**src/rtl/acc_bank_pkg.sv**
```systemverilog
// Shared constants for the multi-channel accumulator bank.
// MAC_ACC_WIDTH is the single source of truth for accumulator width.
package acc_bank_pkg;

  localparam int MAC_ACC_WIDTH = 32;
  localparam int MAC_DIN_WIDTH = 16;

  // Group framing states
  localparam logic [0:0] ACC_BANK_IDLE  = 1'b0;
  localparam logic [0:0] ACC_BANK_ACCUM = 1'b1;

endpackage

```
**src/rtl/acc_bank_lane.sv**
```systemverilog
// One accumulator channel: sign-extend, add, overflow detect,
// optional clamp and sticky overflow flag. Outputs are the post-add
// values of the current beat so the bank can capture them on a last beat.
module acc_lane
  import acc_bank_pkg::*;
#(
  parameter int DIN_WIDTH = MAC_DIN_WIDTH,
  parameter int ACC_WIDTH = MAC_ACC_WIDTH,
  parameter int SATURATE  = 1
) (
  input  logic                        clk,
  input  logic                        reset,
  input  logic                        i_load,
  input  logic                        i_first,
  input  logic signed [ACC_WIDTH-1:0] i_init,
  input  logic                        i_mask,
  input  logic signed [DIN_WIDTH-1:0] i_din,
  output logic signed [ACC_WIDTH-1:0] o_sum,
  output logic                        o_ovf
);

  localparam logic signed [ACC_WIDTH-1:0] ACC_MAX = {1'b0, {(ACC_WIDTH-1){1'b1}}};
  localparam logic signed [ACC_WIDTH-1:0] ACC_MIN = {1'b1, {(ACC_WIDTH-1){1'b0}}};

  logic signed [ACC_WIDTH-1:0] r_acc;
  logic                        r_ovf;
  logic signed [ACC_WIDTH-1:0] w_base;
  logic signed [ACC_WIDTH-1:0] w_add;
  logic signed [ACC_WIDTH-1:0] w_raw;
  logic                        w_of;

  // Clamp toward the operands' common sign when the add overflowed
  function automatic logic signed [ACC_WIDTH-1:0] sat_or_wrap(
    input logic signed [ACC_WIDTH-1:0] raw,
    input logic                        of,
    input logic                        neg
  );
    if (of && (SATURATE != 0)) return neg ? ACC_MIN : ACC_MAX;
    return raw;
  endfunction

  // A first beat adds onto the seed and restarts the sticky flag
  always_comb begin
    w_base = i_first ? i_init : r_acc;
    w_add  = i_mask ? ACC_WIDTH'(i_din) : '0;
    w_raw  = w_base + w_add;
    w_of   = (w_base[ACC_WIDTH-1] == w_add[ACC_WIDTH-1]) &&
             (w_raw[ACC_WIDTH-1] != w_base[ACC_WIDTH-1]);
    o_sum  = sat_or_wrap(w_raw, w_of, w_base[ACC_WIDTH-1]);
    o_ovf  = (i_first ? 1'b0 : r_ovf) | w_of;
  end

  // Accumulator and sticky flag advance only on accepted beats
  always_ff @(posedge clk) begin
    if (reset) begin
      r_acc <= '0;
      r_ovf <= 1'b0;
    end else if (i_load) begin
      r_acc <= o_sum;
      r_ovf <= o_ovf;
    end
  end

endmodule

```
**src/rtl/acc_bank.sv**
```systemverilog
// NUM_CH lock-step accumulators over framed beat groups, emitting one
// registered result per group over a valid/ready handshake.
module acc_bank
  import acc_bank_pkg::*;
#(
  parameter int NUM_CH    = 4,
  parameter int DIN_WIDTH = MAC_DIN_WIDTH,
  parameter int ACC_WIDTH = MAC_ACC_WIDTH,
  parameter int SATURATE  = 1,
  parameter int CNT_WIDTH = 8
) (
  input  logic                          clk,
  input  logic                          reset,
  input  logic signed [ACC_WIDTH-1:0]   init_val,
  input  logic                          in_valid,
  output logic                          in_ready,
  input  logic                          in_first,
  input  logic                          in_last,
  input  logic [NUM_CH-1:0]             in_mask,
  input  logic [NUM_CH*DIN_WIDTH-1:0]   din,
  output logic                          out_valid,
  input  logic                          out_ready,
  output logic [NUM_CH*ACC_WIDTH-1:0]   out_data,
  output logic [NUM_CH-1:0]             out_ovf,
  output logic [CNT_WIDTH-1:0]          out_count
);

  logic [0:0]                  r_state;
  logic [CNT_WIDTH-1:0]        r_count;
  logic                        r_out_valid;
  logic [NUM_CH*ACC_WIDTH-1:0] r_out_data;
  logic [NUM_CH-1:0]           r_out_ovf;
  logic [CNT_WIDTH-1:0]        r_out_count;

  logic                        w_accept;
  logic                        w_first;
  logic                        w_fire;
  logic [CNT_WIDTH-1:0]        w_cnt_next;
  logic [NUM_CH*ACC_WIDTH-1:0] w_sums;
  logic [NUM_CH-1:0]           w_ovfs;

  // Ready depends only on the output register, never on in_last
  assign in_ready = !r_out_valid | out_ready;
  assign w_accept = in_valid & in_ready;
  assign w_first  = in_first | (r_state == ACC_BANK_IDLE);
  assign w_fire   = r_out_valid & out_ready;

  // Beat counter next value, pinned at all-ones on long groups
  always_comb begin
    w_cnt_next = r_count;
    if (w_first)          w_cnt_next = CNT_WIDTH'(1);
    else if (!(&r_count)) w_cnt_next = r_count + 1'b1;
  end

  for (genvar c = 0; c < NUM_CH; c++) begin : g_lane
    acc_lane #(
      .DIN_WIDTH (DIN_WIDTH),
      .ACC_WIDTH (ACC_WIDTH),
      .SATURATE  (SATURATE)
    ) u_lane (
      .clk     (clk),
      .reset   (reset),
      .i_load  (w_accept),
      .i_first (w_first),
      .i_init  (init_val),
      .i_mask  (in_mask[c]),
      .i_din   (din[c*DIN_WIDTH +: DIN_WIDTH]),
      .o_sum   (w_sums[c*ACC_WIDTH +: ACC_WIDTH]),
      .o_ovf   (w_ovfs[c])
    );
  end

  // Group framing FSM and beat counter
  always_ff @(posedge clk) begin
    if (reset) begin
      r_state <= ACC_BANK_IDLE;
      r_count <= '0;
    end else if (w_accept) begin
      r_state <= in_last ? ACC_BANK_IDLE : ACC_BANK_ACCUM;
      r_count <= w_cnt_next;
    end
  end

  // Result register: a last beat reloads it even while it is being read
  always_ff @(posedge clk) begin
    if (reset) begin
      r_out_valid <= 1'b0;
      r_out_data  <= '0;
      r_out_ovf   <= '0;
      r_out_count <= '0;
    end else if (w_accept && in_last) begin
      r_out_valid <= 1'b1;
      r_out_data  <= w_sums;
      r_out_ovf   <= w_ovfs;
      r_out_count <= w_cnt_next;
    end else if (w_fire) begin
      r_out_valid <= 1'b0;
    end
  end

  assign out_valid = r_out_valid;
  assign out_data  = r_out_data;
  assign out_ovf   = r_out_ovf;
  assign out_count = r_out_count;

endmodule

```
**config.mk**
```make
export PLATFORM = sky130hd
export DESIGN_NAME = acc_bank
export DESIGN_NICKNAME = d
export VERILOG_FILES = /design/src/rtl/acc_bank_pkg.sv /design/src/rtl/acc_bank_lane.sv /design/src/rtl/acc_bank.sv
export SDC_FILE = /design/constraint.sdc
export NUM_CORES = 1
export LEC_CHECK = 0
export BUFFER_PORTS_ARGS = -buffer_cell sky130_fd_sc_hd__buf_2
export CORE_UTILIZATION = 45
export CTS_CLUSTER_SIZE = 40
export DETAILED_ROUTE_END_ITERATION = 10
export GPL_ROUTABILITY_DRIVEN = 0
export GPL_TIMING_DRIVEN = 0
export SLEW_MARGIN = 20
export SYNTH_ARGS = -nofsm -noshare
export SYNTH_HDL_FRONTEND = slang
export SYNTH_HIERARCHICAL = 1
export SYNTH_SLANG_ARGS = --single-unit
```
**constraint.sdc**
```tcl
create_clock -name clk -period 7.1 [get_ports clk]
set_input_delay 0 -clock clk [delete_from_list [all_inputs] [get_ports clk]]
set_output_delay 0 -clock clk [all_outputs]
set_load 0.02 [all_outputs]
```
* Word level (Yosys, flattened, before mapping)
Index checks and enable logic that the tools add are counted.
W data, S select, Z words.
** Storage, ports and cells
- Bits of input ports :: 106
- Logic and storage cells :: 77
- Output and inout port bits :: 142
- Register bits :: 282
** Operators by class
- Muxes and demuxes :: 33
- Equality and inequality tests :: 8
- Bitwise gates (word level) :: 9
- Reductions and logical operators :: 8
- Add/sub/neg operators :: 5
** Operators with widths (number)
- $mux W32 :: 20
- $add A32 B32 Y32 :: 4
- $mux W8 :: 2
- $mux W1 :: 11
- $add A8 B1 Y8 const B :: 1
- $reduce_and A8 Y1 :: 1
- $or A1 B1 Y1 :: 6
- $logic_and A1 B1 Y1 :: 5
- $eq A1 B1 Y1 :: 4
- $ne A1 B1 Y1 :: 4
- $and A1 B1 Y1 :: 2
- $reduce_bool A2 Y1 :: 1
- $logic_not A1 Y1 :: 1
- $not A1 Y1 :: 1

* Logic depth before layout (Yosys ltp)
- Depth after elaboration :: 8
- Depth in mapped cells :: 21
- Gate-level depth less buffers :: 16

* Cells and area by module
The synthesis kept the hierarchy.
** Modules (own cells, without submodules)
- acc_lane (g_lane[2].u_lane ...) :: sequential area each 660.6 um2, area each 4092.7 um2, instances 2, cells an instance 536
- acc_bank :: sequential area each 3002.9 um2, area each 4868.4 um2, instances 1, cells an instance 392
- acc_lane (g_lane[1].u_lane) :: sequential area each 660.6 um2, area each 4197.8 um2, instances 1, cells an instance 557
- acc_lane (g_lane[0].u_lane) :: sequential area each 660.6 um2, area each 3997.6 um2, instances 1, cells an instance 559

* Worst setup path after synthesis
OpenSTA, ideal clock, no wires.
- Kind :: register to register
- From :: reg r_state
- To :: reg r_out_data[35] (netlist: out_data[35])
- Setup time :: 117 ps
- Required time :: 6983 ps
- Arrival :: 4525 ps
- Period minus slack after synthesis :: 4642 ps
- Setup slack :: 2458 ps
- Stages on the path, launching flop included :: 22
- Buffers on the path :: 8
- Cell sequence :: dfxtp_1 nor2b_1 buf_2 inv_1 buf_6 buf_6 buf_6 buf_1 mux2_2 ha_1 clkbuf_1 a211oi_1 a2111o_1 o211ai_1 a222oi_1 a31oi_4 or2_1 buf_2 buf_6 a21oi_1 inv_1 a22o_1
** Between the ends
- Cells in the longest elaborated chain, start to end :: 8
- Elaborated cells between the ends (all ways) :: 11
- Classes of those cells :: add/sub: 1; eq/ne: 2; mux: 5; bitwise: 2; reduce/logical: 1
** Ends and longest elaborated chain
- from (decl) :: RTL line acc_bank.sv:28 : logic [0:0] r_state;
- from (signal assigned) :: RTL line acc_bank.sv:79 : r_state <= in_last ? ACC_BANK_IDLE : ACC_BANK_ACCUM;
- $not A1 Y1 (*) :: RTL line acc_bank.sv:45 : assign w_first = in_first | (r_state == ACC_BANK_IDLE);
- $or A1 B1 Y1 (*) :: RTL line acc_bank.sv:45
- named net w_first :: RTL line acc_bank.sv:36 : logic w_first;
- $mux W32 (*) :: RTL line acc_bank_lane.sv:44 : w_base = i_first ? i_init : r_acc;
- $add A32 B32 Y32 :: RTL line acc_bank_lane.sv:46 : w_raw = w_base + w_add;
- $ne A1 B1 Y1 :: RTL line acc_bank_lane.sv:48 : (w_raw[ACC_WIDTH-1] != w_base[ACC_WIDTH-1]);
- $logic_and A1 B1 Y1 :: RTL line acc_bank_lane.sv:47 : w_of = (w_base[ACC_WIDTH-1] == w_add[ACC_WIDTH-1]) &&
- $mux W1 :: RTL line acc_bank_lane.sv:38 : if (of && (SATURATE != 0)) return neg ? ACC_MIN : ACC_MAX;
- $mux W32 (*) :: RTL line acc_bank_lane.sv:39 : return raw;
- named net w_sums[35] :: RTL line acc_bank.sv:39 : logic [NUM_CH*ACC_WIDTH-1:0] w_sums;
- to (signal assigned) :: RTL line acc_bank.sv:93 : r_out_data <= w_sums;
- to (decl) :: RTL line acc_bank.sv:31 : logic [NUM_CH*ACC_WIDTH-1:0] r_out_data;
Mark *: on every way through the listed nets, which the timed path passes. The rest lies on a longest branch. The select of a mux whose other input is x is not followed.
A chain may end at the register's enable or synchronous reset.

* Worst setup path after layout
- From :: reg r_state
- To :: reg r_out_data[51] (netlist: out_data[51])
Same word-level chain as after synthesis.

==> results.json <==
{
  "r2r-end": "out_data[51]",
  "p_leak_nw": 10.8,
  "num_vias": 22100,
  "tightest_slew_ns": 0.894,
  "grt.met2_usage_pct": 51.4,
  "clk_path_buf_depth": 3,
  "ir_worst_vdd_uv": 180,
  "finalClockSkew_ns": 0.0245,
  "wl_um": 81300,
  "rows": 79,
  "clockRootBuffer": "clkbuf_16",
  "slew_violations": 0,
  "cts_tree": "done",
  "setup_ws_ns": 0.777,
  "hold_viol": 0,
  "grt_pass1_vias": 20500,
  "drt-initial-drc-count": 2204,
  "via_per_inst": 6.31,
  "cts_buffers": 37,
  "htreeDepth": 2,
  "fp.dieH_um": 219,
  "met1_usage_pct": 44.2,
  "start_util_pct": 45.6,
  "synth_area_um2": 21200,
  "synth.net_count": 2771,
  "grt_usage_pct": 33.0,
  "syn_to_final_growth_pct": 15.8,
  "postCtsSetupBuffers": 0,
  "drtAntennaViolNets": 0,
  "grt_pass1_wl_um": 121000,
  "setup_viol": 0,
  "top_level_ports": 248,
  "wl_per_cell_um": 23.2,
  "clkTransAtPathRegs_ns": 0.06,
  "yosysWarnings": 6,
  "drv_cap": 0,
  "antenna_found_initial": 3,
  "min_path_type": "primary input to flop",
  "synth_edf_count": 0,
  "hp-start": "din[16]",
  "insertion_delay_ns": 0.57,
  "dp.cells": 3433,
  "grt_most_used_layer": "met2",
  "synth_area_per_cell_um2": 8.24,
  "finalNonFillerCells": 3504,
  "timing.rr.start": "r_state",
  "fp.dieW_um": 219,
  "grt_start_max_net_pins": 16,
  "hold_ws_ns": 0.0723,
  "critPathCaptureType": "flop",
  "synth_ff_type": "dfxtp_1",
  "synth-async-reset-ratio_pct": 0,
  "preCtsSetupSlack_ns": 1.04,
  "status": "completed",
  "synth.distinct_cells": 104,
  "final_nets": 3061,
  "hold_depth": 6,
  "reg2reg_depth": 20,
  "drc": 0,
  "syn_inst": 2580,
  "grt-ovfl-total": 0,
  "maxClockFrequency_mhz": 158,
  "drt_first_pass_iters": 6,
  "cp.arrival_ns": 6.79,
  "die_area_um2": 48100,
  "slew_headroom_pct": 38.7,
  "cp_max_fo": 10,
  "critPathKind": "flop to flop",
  "power_density_nw_per_um2": 226,
  "critPathLaunchType": "flop",
  "dpl.hpwl_um": 60900,
  "ys_seq_elements": 282,
  "tns_ns": 0,
  "numPortBuffers": 246,
  "layout_min_cycle_time_ns": 6.32,
  "cts_sinks": 282,
  "rrSetupSlack_ns": 0.78,
  "rsz0062_at_grt": "no",
  "ys_seq_area_share_pct": 26.6,
  "use_met3_pct": 5.90,
  "drive_above_1_share_pct": 20.5,
  "post-route-period-util_pct": 89.1,
  "required_ns": 7.56,
  "cts-resized-gates": 0,
  "min_to": "out_data[32]",
  "core_um2": 46600
}
-- final cells by class --
cell class	count	area, um^2
Antenna cell	1	2.50
Clock inverter	20	297
Tap cell	607	759
Inverter	77	289
Fill cell	4427	22000
Multi-Input combinational cell	2046	14400
Timing Repair Buffer	251	1280
Sequential cell	282	5650
Buffer	175	933
Clock buffer	45	1020
-- metal layers --
metal | share of wire (%) | vias to the layer above
met1 | 43 | 10600
met4 | 4.6 | 0
met5 | 0 | -
met3 | 9.1 | 192
met2 | 43 | 1145
li1 | - | 10200
-- logic make-up (layout without fill, tap and decap cells) --
kind of cell,count (synthesis),after routing,synth area share (%)
AO/OA/AOI/OAI,886,886,29.8
XOR/XNOR,112,112,4.62
adder cells (fa/ha/maj),88,88,5.29
buffers and inverters,252,568,5.75
flip-flops,282,282,26.6
multiplexers,171,171,9.33
other,0,1,0
AND/OR/NAND/NOR,789,789,18.6
-- worst max-delay path, cell delays in order, from the launching register on --
cell	delay, ns
dfxtp_1	0.30
nor2b_1	0.12
buf_2	0.17
inv_1	0.51
buf_6	0.26
buf_6	0.17
buf_6	0.19
buf_1	0.63
mux2_2	0.42
ha_1	0.27
clkbuf_1	0.24
a211oi_1	0.31
a2111o_1	0.13
o211ai_1	0.16
a222oi_1	0.80
a31oi_1	0.31
nand2_1	0.18
buf_2	0.27
buf_2	0.32
nand3_1	0.20
a22o_1	0.24
-- per-stage QoR --
stage	utilization (%)	total power [mW]	instance area, um^2
global placement	49.9	3.49	23200
global route	52.9	5.80	24600
floorplan	-	3.01	21200
CTS	52.8	5.55	24600
finish	52.9	5.56	24600
detailed placement	49.9	3.51	23200
-- placed cells by master, fill, tap and decap left out, types with 16 or more instances in the layout --
| master | netlist | layout |
|---|---|---|
| and3_1 | 19 | 19 |
| o21a_1 | 66 | 66 |
| a21o_1 | 51 | 51 |
| nand3_1 | 68 | 68 |
| o211ai_1 | 35 | 35 |
| nor3_1 | 44 | 44 |
| clkbuf_1 | 94 | 96 |
| mux2i_1 | 45 | 45 |
| nand2b_1 | 18 | 18 |
| nor4_1 | 27 | 27 |
| a211oi_1 | 53 | 53 |
| clkbuf_16 | 0 | 37 |
| mux2_4 | 21 | 21 |
| o21ai_0 | 134 | 134 |
| buf_6 | 27 | 27 |
| dfxtp_1 | 282 | 282 |
| nor2_1 | 232 | 232 |
| xnor2_1 | 91 | 91 |
| nor3b_1 | 20 | 20 |
| inv_1 | 74 | 74 |
| buf_2 | 41 | 287 |
| nand4_1 | 32 | 32 |
| a21oi_1 | 179 | 179 |
| o21ai_2 | 17 | 17 |
| mux2_2 | 93 | 93 |
| xor2_1 | 21 | 21 |
| a311oi_1 | 16 | 16 |
| nand2_1 | 167 | 167 |
| a31oi_1 | 22 | 22 |
| and2_1 | 76 | 76 |
| a22o_1 | 134 | 134 |
| ha_1 | 81 | 81 |
-- what timing repair did --
action / 4_1_cts / 5_1_grt
hold endpoints to repair: 14 / 0
hold buffers: 5 / 0
setup endpoints to repair: 0 / 0
-- power by group --
| group | switching [mW] | total [mW] | internal (mW) |
|---|---|---|---|
| clock | 0.788 | 2.03 | 1.24 |
| combinational | 1.07 | 1.72 | 0.644 |
| sequential | 0.0899 | 1.81 | 1.72 |
| total | 1.95 | 5.56 | 3.61 |
-- worst max path at each step --
stage,depth (start not counted),to,startpoint
3_3_place_gp,20,out_data[51],r_state
5_1_grt,20,out_data[57],r_state
6_report,20,out_data[51],r_state
2_1_floorplan,21,out_data[35],r_state
3_5_place_dp,20,out_data[51],r_state
4_1_cts,20,out_data[51],r_state
-- flip-flops by register name, summed over array words and instances, names as in the netlist --
name                 cells
g_lane.u_lane/r_acc    128
g_lane.u_lane/r_ovf      4
out_count                8
out_data               128
out_ovf                  4
out_valid                1
r_count                  8
r_state                  1
-- Yosys cell counts (all sizes together), types with 32 or more instances --
library cell | instances | area (um^2)
nand4 | 32 | 200
a22o | 136 | 1210
mux2 | 116 | 1390
a21o | 51 | 383
o21a | 66 | 495
dfxtp | 282 | 5650
o21ai | 159 | 860
nor2 | 239 | 940
a211oi | 57 | 448
nor3 | 46 | 253
xnor2 | 91 | 797
o211ai | 38 | 318
nand2 | 171 | 657
and2 | 76 | 475
a21oi | 182 | 930
buf | 81 | 581
clkbuf | 94 | 353
inv | 76 | 285
nand3 | 70 | 360
ha | 81 | 1010
mux2i | 55 | 597
(Power assumes the default switching activity.)
